==> src/rtl/uart_fifo_core.sv <==
// UART core: 16x baud generator, TX/RX engines, FIFOs each way, sticky line errors.
// Ports: i_clk/i_rst, i_rx/o_tx pins, TX FIFO write side, RX FIFO FWFT read side, error flags/clear.
module uart_fifo #(
  parameter int W  = 8,
  parameter int AW = 2
) (
  input  logic         i_clk,
  input  logic         i_rst,
  input  logic         i_push,
  input  logic [W-1:0] i_din,
  input  logic         i_pop,
  output logic [W-1:0] o_dout,
  output logic         o_full,
  output logic         o_empty
);
  localparam int D = 2**AW;
  localparam logic [AW:0] FULLV = (AW+1)'(D);

  logic [W-1:0]  mem_q [D];
  logic [W-1:0]  mem_d [D];
  logic [AW-1:0] wp_q, wp_d, rp_q, rp_d;
  logic [AW:0]   cnt_q, cnt_d;
  logic          do_push, do_pop;

  always_comb begin
    o_full  = (cnt_q == FULLV);
    o_empty = (cnt_q == '0);
    o_dout  = mem_q[rp_q];
    do_push = i_push && !o_full;
    do_pop  = i_pop && !o_empty;
    mem_d   = mem_q;
    wp_d    = wp_q;
    rp_d    = rp_q;
    cnt_d   = cnt_q;
    if (do_push) begin
      mem_d[wp_q] = i_din;
      wp_d        = wp_q + 1'b1;
    end
    if (do_pop) rp_d = rp_q + 1'b1;
    if (do_push && !do_pop) cnt_d = cnt_q + 1'b1;
    else if (!do_push && do_pop) cnt_d = cnt_q - 1'b1;
  end

  always_ff @(posedge i_clk) begin
    if (i_rst) begin
      for (int i = 0; i < D; i++) mem_q[i] <= '0;
      wp_q  <= '0;
      rp_q  <= '0;
      cnt_q <= '0;
    end else begin
      mem_q <= mem_d;
      wp_q  <= wp_d;
      rp_q  <= rp_d;
      cnt_q <= cnt_d;
    end
  end
endmodule

module uart_fifo_core #(
  parameter int CLK_FREQ  = 50000000,
  parameter int BAUD_RATE = 19200,
  parameter int DATA_BITS = 8,
  parameter int PARITY    = 0,
  parameter int STOP_BITS = 1,
  parameter int FIFO_AW   = 2
) (
  input  logic                 i_clk,
  input  logic                 i_rst,
  input  logic                 i_rx,
  output logic                 o_tx,
  input  logic [DATA_BITS-1:0] i_tx_data,
  input  logic                 i_tx_wr,
  output logic                 o_tx_full,
  output logic                 o_tx_empty,
  output logic                 o_tx_busy,
  output logic [DATA_BITS-1:0] o_rx_data,
  input  logic                 i_rx_rd,
  output logic                 o_rx_empty,
  output logic                 o_rx_full,
  output logic                 o_err_parity,
  output logic                 o_err_frame,
  output logic                 o_err_overrun,
  input  logic                 i_err_clr
);
  localparam int DIV = CLK_FREQ / (BAUD_RATE * 16);
  localparam int CW  = (DIV > 1) ? $clog2(DIV) : 1;
  localparam logic [CW-1:0] BMAX = CW'(DIV - 1);
  localparam logic [3:0] LAST = 4'(DATA_BITS - 1);
  localparam logic [4:0] STOP_END = 5'(16 * STOP_BITS - 1);

  typedef enum logic [2:0] {T_IDLE, T_START, T_DATA, T_PAR, T_STOP} tx_st_e;
  typedef enum logic [2:0] {R_IDLE, R_START, R_DATA, R_PAR, R_STOP, R_BRK} rx_st_e;

  function automatic logic par_of(input logic [DATA_BITS-1:0] d);
    return (PARITY == 1) ? ~^d : ^d;
  endfunction

  logic [CW-1:0] bcnt_q, bcnt_d;
  logic          tick;

  always_comb begin
    tick   = (bcnt_q == BMAX);
    bcnt_d = tick ? '0 : bcnt_q + 1'b1;
  end

  logic                 txf_pop, txf_empty;
  logic [DATA_BITS-1:0] txf_dout;
  logic                 rxf_push, rxf_full;
  logic [DATA_BITS-1:0] rsh_q, rsh_d;

  uart_fifo #(.W(DATA_BITS), .AW(FIFO_AW)) u_txf (
    .i_clk(i_clk), .i_rst(i_rst),
    .i_push(i_tx_wr), .i_din(i_tx_data),
    .i_pop(txf_pop), .o_dout(txf_dout),
    .o_full(o_tx_full), .o_empty(txf_empty)
  );

  uart_fifo #(.W(DATA_BITS), .AW(FIFO_AW)) u_rxf (
    .i_clk(i_clk), .i_rst(i_rst),
    .i_push(rxf_push), .i_din(rsh_q),
    .i_pop(i_rx_rd), .o_dout(o_rx_data),
    .o_full(rxf_full), .o_empty(o_rx_empty)
  );

  assign o_tx_empty = txf_empty;
  assign o_rx_full  = rxf_full;

  tx_st_e               txs_q, txs_d;
  logic [4:0]           ttc_q, ttc_d;
  logic [3:0]           tbit_q, tbit_d;
  logic [DATA_BITS-1:0] tsh_q, tsh_d;
  logic                 tpar_q, tpar_d, tx_q, tx_d;

  always_comb begin
    txs_d   = txs_q;
    ttc_d   = ttc_q;
    tbit_d  = tbit_q;
    tsh_d   = tsh_q;
    tpar_d  = tpar_q;
    txf_pop = 1'b0;
    if (tick) begin
      ttc_d = ttc_q + 1'b1;
      unique case (txs_q)
        T_IDLE: begin
          ttc_d = '0;
          if (!txf_empty) begin
            txf_pop = 1'b1;
            tsh_d   = txf_dout;
            tpar_d  = par_of(txf_dout);
            txs_d   = T_START;
          end
        end
        T_START: if (ttc_q == 5'd15) begin
          ttc_d  = '0;
          tbit_d = '0;
          txs_d  = T_DATA;
        end
        T_DATA: if (ttc_q == 5'd15) begin
          ttc_d = '0;
          if (tbit_q == LAST) begin
            if (PARITY != 0) txs_d = T_PAR;
            else txs_d = T_STOP;
          end else begin
            tbit_d = tbit_q + 1'b1;
            tsh_d  = tsh_q >> 1;
          end
        end
        T_PAR: if (ttc_q == 5'd15) begin
          ttc_d = '0;
          txs_d = T_STOP;
        end
        default: if (ttc_q == STOP_END) begin
          ttc_d = '0;
          // Chain straight into the next start bit when more data waits.
          if (!txf_empty) begin
            txf_pop = 1'b1;
            tsh_d   = txf_dout;
            tpar_d  = par_of(txf_dout);
            txs_d   = T_START;
          end else begin
            txs_d = T_IDLE;
          end
        end
      endcase
    end
    unique case (txs_d)
      T_IDLE:  tx_d = 1'b1;
      T_START: tx_d = 1'b0;
      T_DATA:  tx_d = tsh_d[0];
      T_PAR:   tx_d = tpar_d;
      default: tx_d = 1'b1;
    endcase
  end

  assign o_tx      = tx_q;
  assign o_tx_busy = (txs_q != T_IDLE);

  logic [1:0] sync_q, sync_d;
  logic       rxs;
  rx_st_e     rxs_q, rxs_d;
  logic [3:0] rtc_q, rtc_d, rbit_q, rbit_d;
  logic       rbad_q, rbad_d;
  logic       set_par, set_frm, set_ovr;
  logic       pe_q, pe_d, fe_q, fe_d, oe_q, oe_d;

  always_comb begin
    sync_d   = {sync_q[0], i_rx};
    rxs      = sync_q[1];
    rxs_d    = rxs_q;
    rtc_d    = rtc_q;
    rbit_d   = rbit_q;
    rsh_d    = rsh_q;
    rbad_d   = rbad_q;
    rxf_push = 1'b0;
    set_par  = 1'b0;
    set_frm  = 1'b0;
    if (tick) rtc_d = rtc_q + 1'b1;
    unique case (rxs_q)
      R_IDLE: begin
        rtc_d = '0;
        if (!rxs) rxs_d = R_START;
      end
      R_START: if (tick && rtc_q == 4'd7) begin
        rtc_d = '0;
        if (!rxs) begin
          rxs_d  = R_DATA;
          rbit_d = '0;
          rbad_d = 1'b0;
        end else begin
          rxs_d = R_IDLE;
        end
      end
      R_DATA: if (tick && rtc_q == 4'd15) begin
        rsh_d  = {rxs, rsh_q[DATA_BITS-1:1]};
        rbit_d = rbit_q + 1'b1;
        if (rbit_q == LAST) begin
          if (PARITY != 0) rxs_d = R_PAR;
          else rxs_d = R_STOP;
        end
      end
      R_PAR: if (tick && rtc_q == 4'd15) begin
        if (rxs != par_of(rsh_q)) begin
          set_par = 1'b1;
          rbad_d  = 1'b1;
        end
        rxs_d = R_STOP;
      end
      R_STOP: if (tick && rtc_q == 4'd15) begin
        if (!rxs) begin
          set_frm = 1'b1;
          rxs_d   = R_BRK;
        end else begin
          rxf_push = !rbad_q;
          rxs_d    = R_IDLE;
        end
      end
      default: if (rxs) rxs_d = R_IDLE;
    endcase
    set_ovr = rxf_push && rxf_full;
    // A set in the same cycle as a clear keeps the flag raised.
    pe_d = (pe_q & ~i_err_clr) | set_par;
    fe_d = (fe_q & ~i_err_clr) | set_frm;
    oe_d = (oe_q & ~i_err_clr) | set_ovr;
  end

  assign o_err_parity  = pe_q;
  assign o_err_frame   = fe_q;
  assign o_err_overrun = oe_q;

  always_ff @(posedge i_clk) begin
    if (i_rst) begin
      bcnt_q <= '0;
      txs_q  <= T_IDLE;
      ttc_q  <= '0;
      tbit_q <= '0;
      tsh_q  <= '0;
      tpar_q <= 1'b0;
      tx_q   <= 1'b1;
      sync_q <= 2'b11;
      rxs_q  <= R_IDLE;
      rtc_q  <= '0;
      rbit_q <= '0;
      rsh_q  <= '0;
      rbad_q <= 1'b0;
      pe_q   <= 1'b0;
      fe_q   <= 1'b0;
      oe_q   <= 1'b0;
    end else begin
      bcnt_q <= bcnt_d;
      txs_q  <= txs_d;
      ttc_q  <= ttc_d;
      tbit_q <= tbit_d;
      tsh_q  <= tsh_d;
      tpar_q <= tpar_d;
      tx_q   <= tx_d;
      sync_q <= sync_d;
      rxs_q  <= rxs_d;
      rtc_q  <= rtc_d;
      rbit_q <= rbit_d;
      rsh_q  <= rsh_d;
      rbad_q <= rbad_d;
      pe_q   <= pe_d;
      fe_q   <= fe_d;
      oe_q   <= oe_d;
    end
  end
endmodule
==> config.mk <==
export PLATFORM = sky130hd
export DESIGN_NAME = uart_fifo_core
export DESIGN_NICKNAME = d
export VERILOG_FILES = /design/src/rtl/uart_fifo_core.sv
export SDC_FILE = /design/constraint.sdc
export NUM_CORES = 1
export LEC_CHECK = 0
export BUFFER_PORTS_ARGS = -buffer_cell sky130_fd_sc_hd__clkbuf_2
export CAP_MARGIN = 10
export CORE_UTILIZATION = 25
export DETAILED_ROUTE_END_ITERATION = 12
export PLACE_DENSITY = 0.48
export SKIP_CTS_REPAIR_TIMING = 1
export SYNTH_ARGS = -nofsm -noshare
export SYNTH_HDL_FRONTEND = slang
export SYNTH_SLANG_ARGS = --single-unit
==> constraint.sdc <==
create_clock -name i_clk -period 3.1 [get_ports i_clk]
set_input_delay 0.155 -clock i_clk [delete_from_list [all_inputs] [get_ports i_clk]]
set_output_delay 0.155 -clock i_clk [all_outputs]
set_load 0.01 [all_outputs]
* Word-level counts from Yosys, hierarchy flattened *
Index checks and enable logic that the tools add are counted.

word-level totals
  output and inout port bits = 17
  bits in writable memories = 0
  word-level logic and storage cells = 214
  input bits = 14
  bits in read-only memories = 0
  memories = 0
  bits in registers = 133
  bits in latches = 0

cells by class
  multiplexer cells = 77
  shift operators = 0
  $lt $le $gt $ge = 6
  bitwise gates (word level) = 12
  equality and inequality tests = 30
  multipliers = 0
  div/mod/pow operators = 0
  reduce and logical (&&, ||, !) cells = 45
  $add $sub $neg = 13

operators by type and width
  kind                 number
  $mux 8               10
  $bwmux 32            2
  $mux 3               19
  $bmux 8 s2           2
  $demux 8 s2          2
  $mux 4               8
  $pmux 4 s2           3
  $pmux 8 s3           1
  $ne 2x2->1 const B   11
  $mux 1               21
  $eq 3x2->1 const B   6
  $reduce_xor 8->1     2
  $pmux 3 s5           1
  $reduce_and 5->1     3
  $logic_and 1x1->1    13
  $add 4x1->4 const B  3
  $eq 4x3->1 const B   3
  $ge 3x3->1 const B   4
  $logic_not 3->1      4
  $not 2->3            4
  $pmux 3 s4           1
  $reduce_bool 2->1    6
  $mux 5               2
  $eq 3x1->1 const B   3
  25 further kinds     49

* Longest topological paths before layout *
Gate-level depths: netlist of run 1.

  depth after elaboration = 10
  depth in mapped cells = 11
  depth with buffers taken out = 11

* Cells and area by module *
Synthesis of run 1 repeated with hierarchy kept, for this count alone.

unflattened totals
  cells, all modules = 667
  area, all modules = 6628.9 um2

by module, submodules not included
  module          area an instance (um2)  times used  cells an instance  seq. area each (um2)
  uart_fifo       1880.6                  2           166                780.7
  uart_fifo_core  2867.8                  1           335                1101.1

* Worst setup path before layout of run 1 *
No wires, ideal clock.

  path kind = reg2reg
  start point = register ttc_q[0]
  end point = register u_txf.cnt_q[2]
  arrival time = 2486 ps
  period minus slack after synthesis = 2556 ps
  library setup time = 70 ps
  buffers on the path = 1
  stages on the path, launching flop included = 12
  path slack = 544 ps
  data required time = 3030 ps
  cells stage by stage = dfxtp_1 -> ha_1 -> and4b_1 -> buf_2 -> a21o_1 -> nand3_1 -> ha_1 -> inv_1 -> fa_1 -> xor2_1 -> or3_1 -> a21oi_1

between the ends
  longest elaborated chain between the ends = 8
  elaborated cells on any way between the ends = 10
  those cells by class = eq/ne: 1; mux: 4; reduce/logical: 5

RTL lines
  what                                         line  RTL
  start, declared                              129   logic [4:0] ttc_q, ttc_d;
  start signal, assigned                       291   ttc_q <= ttc_d;
  $eq 5x4->1 *                                 172   default: if (ttc_q == STOP_END) begin
  $mux 1 *                                     172
  $pmux 1 s2 *                                 143   unique case (txs_q)
  $mux 1 *                                     141   if (tick) begin
  $logic_and 1x1->1 *                          30    do_pop = i_pop && !o_empty;
  $logic_not 1->1                              40    if (do_push && !do_pop) cnt_d = cnt_q + 1'b1;
  $logic_and 1x1->1                            40
  $mux 3 or $reduce_bool 2->1 (tied branches)  n/a
  end signal, assigned                         54    cnt_q <= cnt_d;
  end, declared                                22    logic [AW:0] cnt_q, cnt_d;

Mark *: on every way between the ends. The rest lies on a longest branch, timed or not.
A chain may end at the register's enable or synchronous reset.

* Final worst setup path of run 1 *
  start point = register bcnt_q[0]
  end point = register u_rxf.cnt_q[2]

between the ends
  longest elaborated chain between the ends = 8
  elaborated cells on any way between the ends = 10
  those cells by class = eq/ne: 1; mux: 3; reduce/logical: 6

RTL lines
  what                         line  RTL
  start, declared              98    logic [CW-1:0] bcnt_q, bcnt_d;
  start signal, assigned       289   bcnt_q <= bcnt_d;
  $eq 8x8->1 *                 102   tick = (bcnt_q == BMAX);
  $logic_and 1x1->1 *          248   R_STOP: if (tick && rtc_q == 4'd15) begin
  $mux 1 *                     248
  $mux 1 *                     218   unique case (rxs_q)
  $logic_and 1x1->1 *          29    do_push = i_push && !o_full;
  net u_rxf.do_push            23    logic do_push, do_pop;
  $logic_not 1->1              41    else if (!do_push && do_pop) cnt_d = cnt_q - 1'b1;
  $logic_and 1x1->1            41
  $reduce_bool 2->1 (no line)  n/a
  end signal, assigned         54
  end, declared                22

Mark *: on every way through the listed nets, which the timed path passes. The rest lies on a longest branch.

==> results_dict.tcl, run 1 <==
set metrics [dict create \
    finish.cell_count_without_fillers 1069 \
    cts_tree "built" \
    worstSkewPairLatency_ns 0.43 \
    crit-reg2reg-launch "bcnt_q[0]" \
    syn_nets 755 \
    min-delay-path-class "in -> reg" \
    r2r-end "u_rxf.cnt_q[2]" \
    drt_first_iter_violations 238 \
    seq_area_frac_synth 0.432 \
    syn-cell-area_um2 6160 \
    fin_nets 764 \
    vias_per_cell 4.57 \
    portBuffers 30 \
    timing.max_cap.violations 0 \
    setup.worst_path.start_class "register" \
    final_layout_size_suffix_gt1_frac 0.128 \
    drt_pre_antenna_iters 5 \
    fin_util 0.296 \
    worstPathArrival_ns 3.13 \
    flow.area_growth_from_synthesis_pct 16.7 \
    grt_pass1_vias 4788 \
    n_fill_cell 2633 \
    dieWidth_um 159 \
    globalRoute.totalOverflow 0 \
    mostFrequentLayoutCells "nand2_1, dfxtp_1, a21oi_1" \
    core_area_um2 24200 \
    htree_levels 4 \
    synth_top_family_by_area "simple AND/OR/NAND/NOR gates" \
    seqCellArea_um2 2660 \
    timing.critical_path.to "u_rxf.cnt_q[2]" \
    cp_slowest_cell "dfxtp_1" \
    clk_root_buffer_cell "clkbuf_16" \
    maxSlewHeadroom 0.454 \
    setup.worst_path.class "reg -> reg" \
    final_period_demand_of_the_worst_path_ns 2.78 \
    yosys.area_share.xor_xnor 0.0540 \
    die_y_um 159 \
    route.vias.total 4880 \
    run_status "finished, final reports clean" \
    finish.instance_area_um2 7190 \
    yosys_warnings 0 \
    route.final.wire_length_um 14600 \
    cellLeakagePower_nw 2.48 \
    fin_crit_sh 0.897 \
    slowest_delay_ns 0.41 \
    critical-path-top-cell-by-count "ha_1" \
    grt_first_pass_wirelength_um 24900 \
    route.detailed.drc 0 \
    post_synth_mux_area_share 0.0699 \
    synthCells 723 \
    hold_viol_final 0 \
    timing_max_transition_violations_final 0 \
    postSynthRegisterBits 133 \
    synthArstFlopShare 0 \
    worst-path-max-fanout 6 \
    antenna_violations_before_repair 0 \
    avgSynthCellArea_um2 8.52 \
    startpoint "bcnt_q[0]" \
    yosys_most_used_dff "dfxtp_1" \
    skew_ns 0.0163 \
    timing_worst_slew_pin_value_ns 0.818 \
    crit_path_cell_trace "ha_1 > and4bb_2 > nand3_1 > nor4_1 > ha_1 > inv_1 > fa_1 > xor2_1 > or3_1 > a21oi_1" \
    worst-r2r-setup-slack_ns 0.32 \
    start_util 0.254 \
    worst-r2r-cell-count 10 \
    gpl.final_weighted_congestion 0.745 \
    multiInputGateArea_um2 3240 \
    cp_capture_type "register" \
    dpl_cell_area_um2 6570 \
    maxClockFrequency_mhz 360 \
    grt_start_max_net_pins 60 \
    floorplan.rows 57 \
    antenna_violating_nets_post_route 0 \
    synth_simple_gate_area_share 0.233 \
    die_area_um2 25300 \
    total_half_perimeter_wirelength_after_legalization_and_detailed_placement_um 9670 \
    cts-buffers-inserted 17 \
    overall_routing_resource_usage 0.122 \
    yosysTopAreaCellShare 0.432 \
    synth_compound_gate_area_share 0.130 \
    netlist.top_cell.by_area "dfxtp_1" \
    tritoncts_num_sinks 133 \
    setup_total_negative_slack_ns 0 \
    rsz_0062_raised_after_global_routing "false" \
    post_synth_fa_ha_maj_area_fraction 0.0390 \
    power.density_nw_per_um2 627 \
    synthTopCellsByArea "dfxtp_1, nand2_1, a21oi_1" \
    required_ns 3.45 \
    synth_cell_type_count 54 \
    most_frequent_standard_cell_in_the_layout_excluding_fill_and_tap_cells "nand2_1" \
    antenna_cells 0 \
    post-place-cells 1035 \
    ioPinCount 31 \
    max_buffers_root_to_sink 2 \
    clock_pin_slew_on_the_worst_setup_and_hold_paths_ns 0.08 \
    max-vdd-ir-drop_mv 0.314 \
    routed_wire_length_per_instance_um 13.7 \
    number_of_flops_mapped_to_enable_cells_by_yosys 0 \
    setup_viol 0 \
]
==> through the flow <==
stage	total power (W)	setup WS, ns	hold WS, ns
4_1_cts	0.00457	0.301	-0.0994
2_1_floorplan	0.00232	0.544	0.259
6_report	0.00451	0.321	0.00336
5_1_grt	0.00473	0.0596	-0.000200
3_5_place_dp	0.00249	0.312	0.340
3_3_place_gp	0.00249	0.360	0.345
==> area by class of cell <==
cell class / count / share of cell area
repair buffers: 39 / 0.0313
multi-input cells: 527 / 0.451
inverters: 14 / 0.00731
well taps: 324 / 0.0564
flip-flops and latches: 133 / 0.370
clock buffers: 17 / 0.0592
clock inverters: 15 / 0.0244
==> where the power goes <==
part / total, W / switching (W) / internal [W]
Clock: 0.00206 / 0.000903 / 0.00116
Combinational: 0.000581 / 0.000347 / 0.000234
Sequential: 0.00186 / 0.0000844 / 0.00178
==> how the worst min path moves through the flow <==
stage | from | endpoint | slack [ns] | depth (start not counted)
2_1_floorplan | i_rx | sync_q[0] | 0.26 | 1
3_3_place_gp | i_rx | sync_q[0] | 0.34 | 2
3_5_place_dp | i_rx | sync_q[0] | 0.34 | 2
4_1_cts | i_rx | sync_q[0] | -0.1 | 2
5_1_grt | i_tx_data[4] | u_txf.mem_q[12] | -0.0002 | 3
6_report | i_tx_data[4] | u_txf.mem_q[20] | 0.003 | 3
==> kinds of logic (layout without fill, tap and decap cells) <==
| logic type | count (synthesis) | in the layout |
|---|---|---|
| multiplexers | 23 | 23 |
| buffers and inverters | 63 | 85 |
| adder cells (fa/ha/maj) | 18 | 18 |
| AND/OR/NAND/NOR | 305 | 305 |
| flip-flops | 133 | 133 |
| AO/OA/AOI/OAI | 143 | 143 |
| XOR/XNOR | 38 | 38 |
==> critical path: cells and delay by family, from the launching register on <==
family / cells / cell delay [ns]
AND/OR/NAND/NOR: 4 / 1.15
adder cells (fa/ha/maj): 3 / 0.78
XOR/XNOR: 1 / 0.17
buffers and inverters: 1 / 0.06
flip-flops: 1 / 0.41
AO/OA/AOI/OAI: 1 / 0.13
==> routing by layer <==
layer  vias to the layer above  track usage  routed length, µm
met3                        17       0.0292                417
met5                         -            0                  0
li1                       2510            -                  -
met1                      2303        0.166               7390
met2                        50        0.190               6580
met4                         0       0.0424                216
==> synth_stat cells (2+ instances only) <==
master,n
a21o_1,2
a21oi_1,100
a22oi_1,2
a31oi_1,5
and2_1,8
and3_1,2
buf_2,11
buf_4,2
clkbuf_1,35
dfxtp_1,133
fa_1,2
ha_1,16
inv_1,14
mux2i_1,7
mux4_2,16
nand2_1,147
nand2b_1,8
nand3_1,49
nand3b_1,5
nand4_1,6
nand4b_1,2
nor2_1,43
nor3_1,9
nor3b_1,3
nor4_1,3
o211ai_1,2
o21a_1,5
o21ai_0,16
or2_2,2
or3_1,7
or4_1,2
xnor2_1,18
xor2_1,20
==> flip-flops by register name, summed over array words and instances (netlist names), 4 cells and up <==
name	count
rbit_q	4
rtc_q	4
u_txf.mem_q	32
tbit_q	4
ttc_q	5
u_rxf.mem_q	32
tsh_q	8
rsh_q	8
bcnt_q	8
Note: power is estimated with default switching activity, not from simulation.
==> run 2: changes to the inputs <==
- CORE_ASPECT_RATIO: not set -> 1.2
- RECOVER_POWER: not set -> 100
==> run 2 against run 1 <==
  * The flow now finishes with violations (capacitance limit, slew limit)
  * Clock power is essentially flat
  * Setup slack is essentially flat
  * Sequential share of layout area is the same
  * Final cell count grew 0.19%
  * Largest power group unchanged
==> results_dict.tcl, run 2 (same netlist as run 1, synthesis figures left out) <==
set metrics [dict create \
    hold_viol_final 0 \
    reg.largest.list "u_rxf.mem_q x32, u_txf.mem_q x32" \
    violations "capacitance limit, slew limit" \
    hold_depth 4 \
    timing_max_transition_violations_final 49 \
    flow.area_growth_from_synthesis_pct 16.7 \
    maxSlewHeadroom -0.448 \
    die_area_um2 25300 \
    final_period_demand_of_the_worst_path_ns 2.78 \
    globalRoute.totalOverflow 0 \
    most_frequent_standard_cell_in_the_layout_excluding_fill_and_tap_cells "nand2_1" \
    wl_met2_um 7060 \
    die_y_um 174 \
    antenna_violating_nets_post_route 0 \
    startpoint "bcnt_q[0]" \
    run_status "finished with violations" \
    worst-path-max-fanout 6 \
    htree_levels 4 \
    timing.max_cap.violations 1 \
    cellLeakagePower_nw 2.41 \
    detailroute.wirelength.met3_um 503 \
    antenna_violations_before_repair 0 \
    fin_nets 770 \
    post-place-cells 1033 \
    cp_slowest_cell "dfxtp_1" \
    route.detailed.drc 0 \
    fin_crit_sh 0.897 \
    drt_pre_antenna_iters 5 \
    final_layout_size_suffix_gt1_frac 0.0999 \
    crit_path_cell_trace "ha_1 > and4bb_2 > nand3_1 > nor4_2 > ha_1 > inv_1 > fa_1 > xor2_1 > or3_1 > a21oi_1" \
    max_buffers_root_to_sink 2 \
    dieWidth_um 145 \
    route.vias.total 4918 \
    drt_first_iter_violations 320 \
    worst-r2r-cell-count 10 \
    routed_wire_length_per_instance_um 14.0 \
    route.final.wire_length_um 15000 \
    clk_root_buffer_cell "clkbuf_16" \
    routed.top_layer "met4" \
    clock_pin_slew_on_the_worst_setup_and_hold_paths_ns 0.06 \
    cp_capture_type "register" \
    r2r-end "u_rxf.cnt_q[2]" \
    cts_tree "built" \
    core_area_um2 24000 \
    min-delay-path-class "in -> reg" \
    maxClockFrequency_mhz 360 \
    crit-reg2reg-launch "bcnt_q[0]" \
    total_half_perimeter_wirelength_after_legalization_and_detailed_placement_um 9740 \
    timing.hold.worst.start "i_err_clr" \
    vias_per_cell 4.59 \
    worstSkewPairLatency_ns 0.43 \
    worstPathArrival_ns 3.12 \
    setup.worst_path.start_class "register" \
    slowest_delay_ns 0.41 \
    grt_start_max_net_pins 49 \
    critPathBufInv 1 \
    max-vdd-ir-drop_mv 0.386 \
    floorplan.rows 62 \
    hold_path_end "o_err_parity" \
    setup.worst_path.class "reg -> reg" \
    setup_viol 0 \
    mostFrequentLayoutCells "nand2_1, dfxtp_1, a21oi_1" \
    cts-buffers-inserted 17 \
    start_util 0.256 \
    rsz_0062_raised_after_global_routing "false" \
    required_ns 3.44 \
    timing_worst_slew_pin_value_ns 2.17 \
    worst-r2r-setup-slack_ns 0.32 \
    overall_routing_resource_usage 0.126 \
    antenna_cells 0 \
    portBuffers 30 \
    grt_first_pass_wirelength_um 25300 \
    top_cell_family_by_delay_on_the_critical_path "simple AND/OR/NAND/NOR gates" \
    grt_pass1_vias 4858 \
    power.density_nw_per_um2 626 \
    skew_ns 0.0110 \
    finish.cell_count_without_fillers 1071 \
    drt-met1-wl_um 7220 \
    setup_total_negative_slack_ns 0 \
    tritoncts_num_sinks 133 \
    gpl.final_weighted_congestion 0.696 \
    ioPinCount 31 \
    critical-path-top-cell-by-count "ha_1" \
]
[run 2: cell count changes in the layout (fill, tap and decap cells not counted), moves of 2 or more]
cell / change
clkbuf_1: +20
clkbuf_2: -16
and2_0: +4
and2_1: -4
dlygate4sd3_1: +4
inv_6: -4
buf_4: -2
clkinvlp_4: +2
[run 2: final cells by class]
| class | count | area (µm²) |
|---|---|---|
| Fill cell | 2582 | 16900 |
| Clock buffer | 17 | 425 |
| Inverter | 14 | 52.6 |
| Multi-Input combinational cell | 527 | 3220 |
| Sequential cell | 133 | 2660 |
| Timing Repair Buffer | 45 | 245 |
| Tap cell | 320 | 400 |
| Clock inverter | 15 | 180 |
[run 2: worst max path at each step]
stage | endpoint | slack, ns | cells past startpoint
2_1_floorplan | u_txf.cnt_q[2] | 0.54 | 11
3_3_place_gp | u_rxf.cnt_q[2] | 0.36 | 10
3_5_place_dp | u_rxf.cnt_q[2] | 0.28 | 10
4_1_cts | u_rxf.cnt_q[2] | 0.26 | 10
5_1_grt | u_rxf.cnt_q[2] | 0.08 | 10
6_report | u_rxf.cnt_q[2] | 0.32 | 10
[run 2: report_power, final]
part	total, W	switching [W]	internal [W]
combinational	0.000581	0.000352	0.000229
sequential	0.00187	0.0000879	0.00178
clock	0.00205	0.000893	0.00116
[run 2: layer usage]
metal  vias to the layer above  track usage
li1                       2520            -
met1                      2309        0.159
met2                        67        0.203
met3                        22       0.0349
met4                         0       0.0496
met5                         -            0
[run 2: worst reg2reg max path: stages (launching register included)]
cell and delay (ns):
dfxtp_1 0.41, ha_1 0.18, and4bb_2 0.30, nand3_1 0.17, nor4_2 0.35, ha_1 0.24, inv_1 0.06, fa_1 0.37
xor2_1 0.17, or3_1 0.31, a21oi_1 0.14
[run 2: per-stage QoR]
stage,util,area [µm²],setup slack (ns),hold WS (ns),power [W]
2_1_floorplan,-,6160,0.544,0.259,0.00232
3_3_place_gp,0.274,6580,0.356,0.366,0.00250
3_5_place_dp,0.274,6580,0.280,0.343,0.00249
4_1_cts,0.299,7180,0.259,-0.0952,0.00457
5_1_grt,0.299,7190,0.0758,0.0325,0.00472
6_report,0.299,7190,0.321,0.0146,0.00450
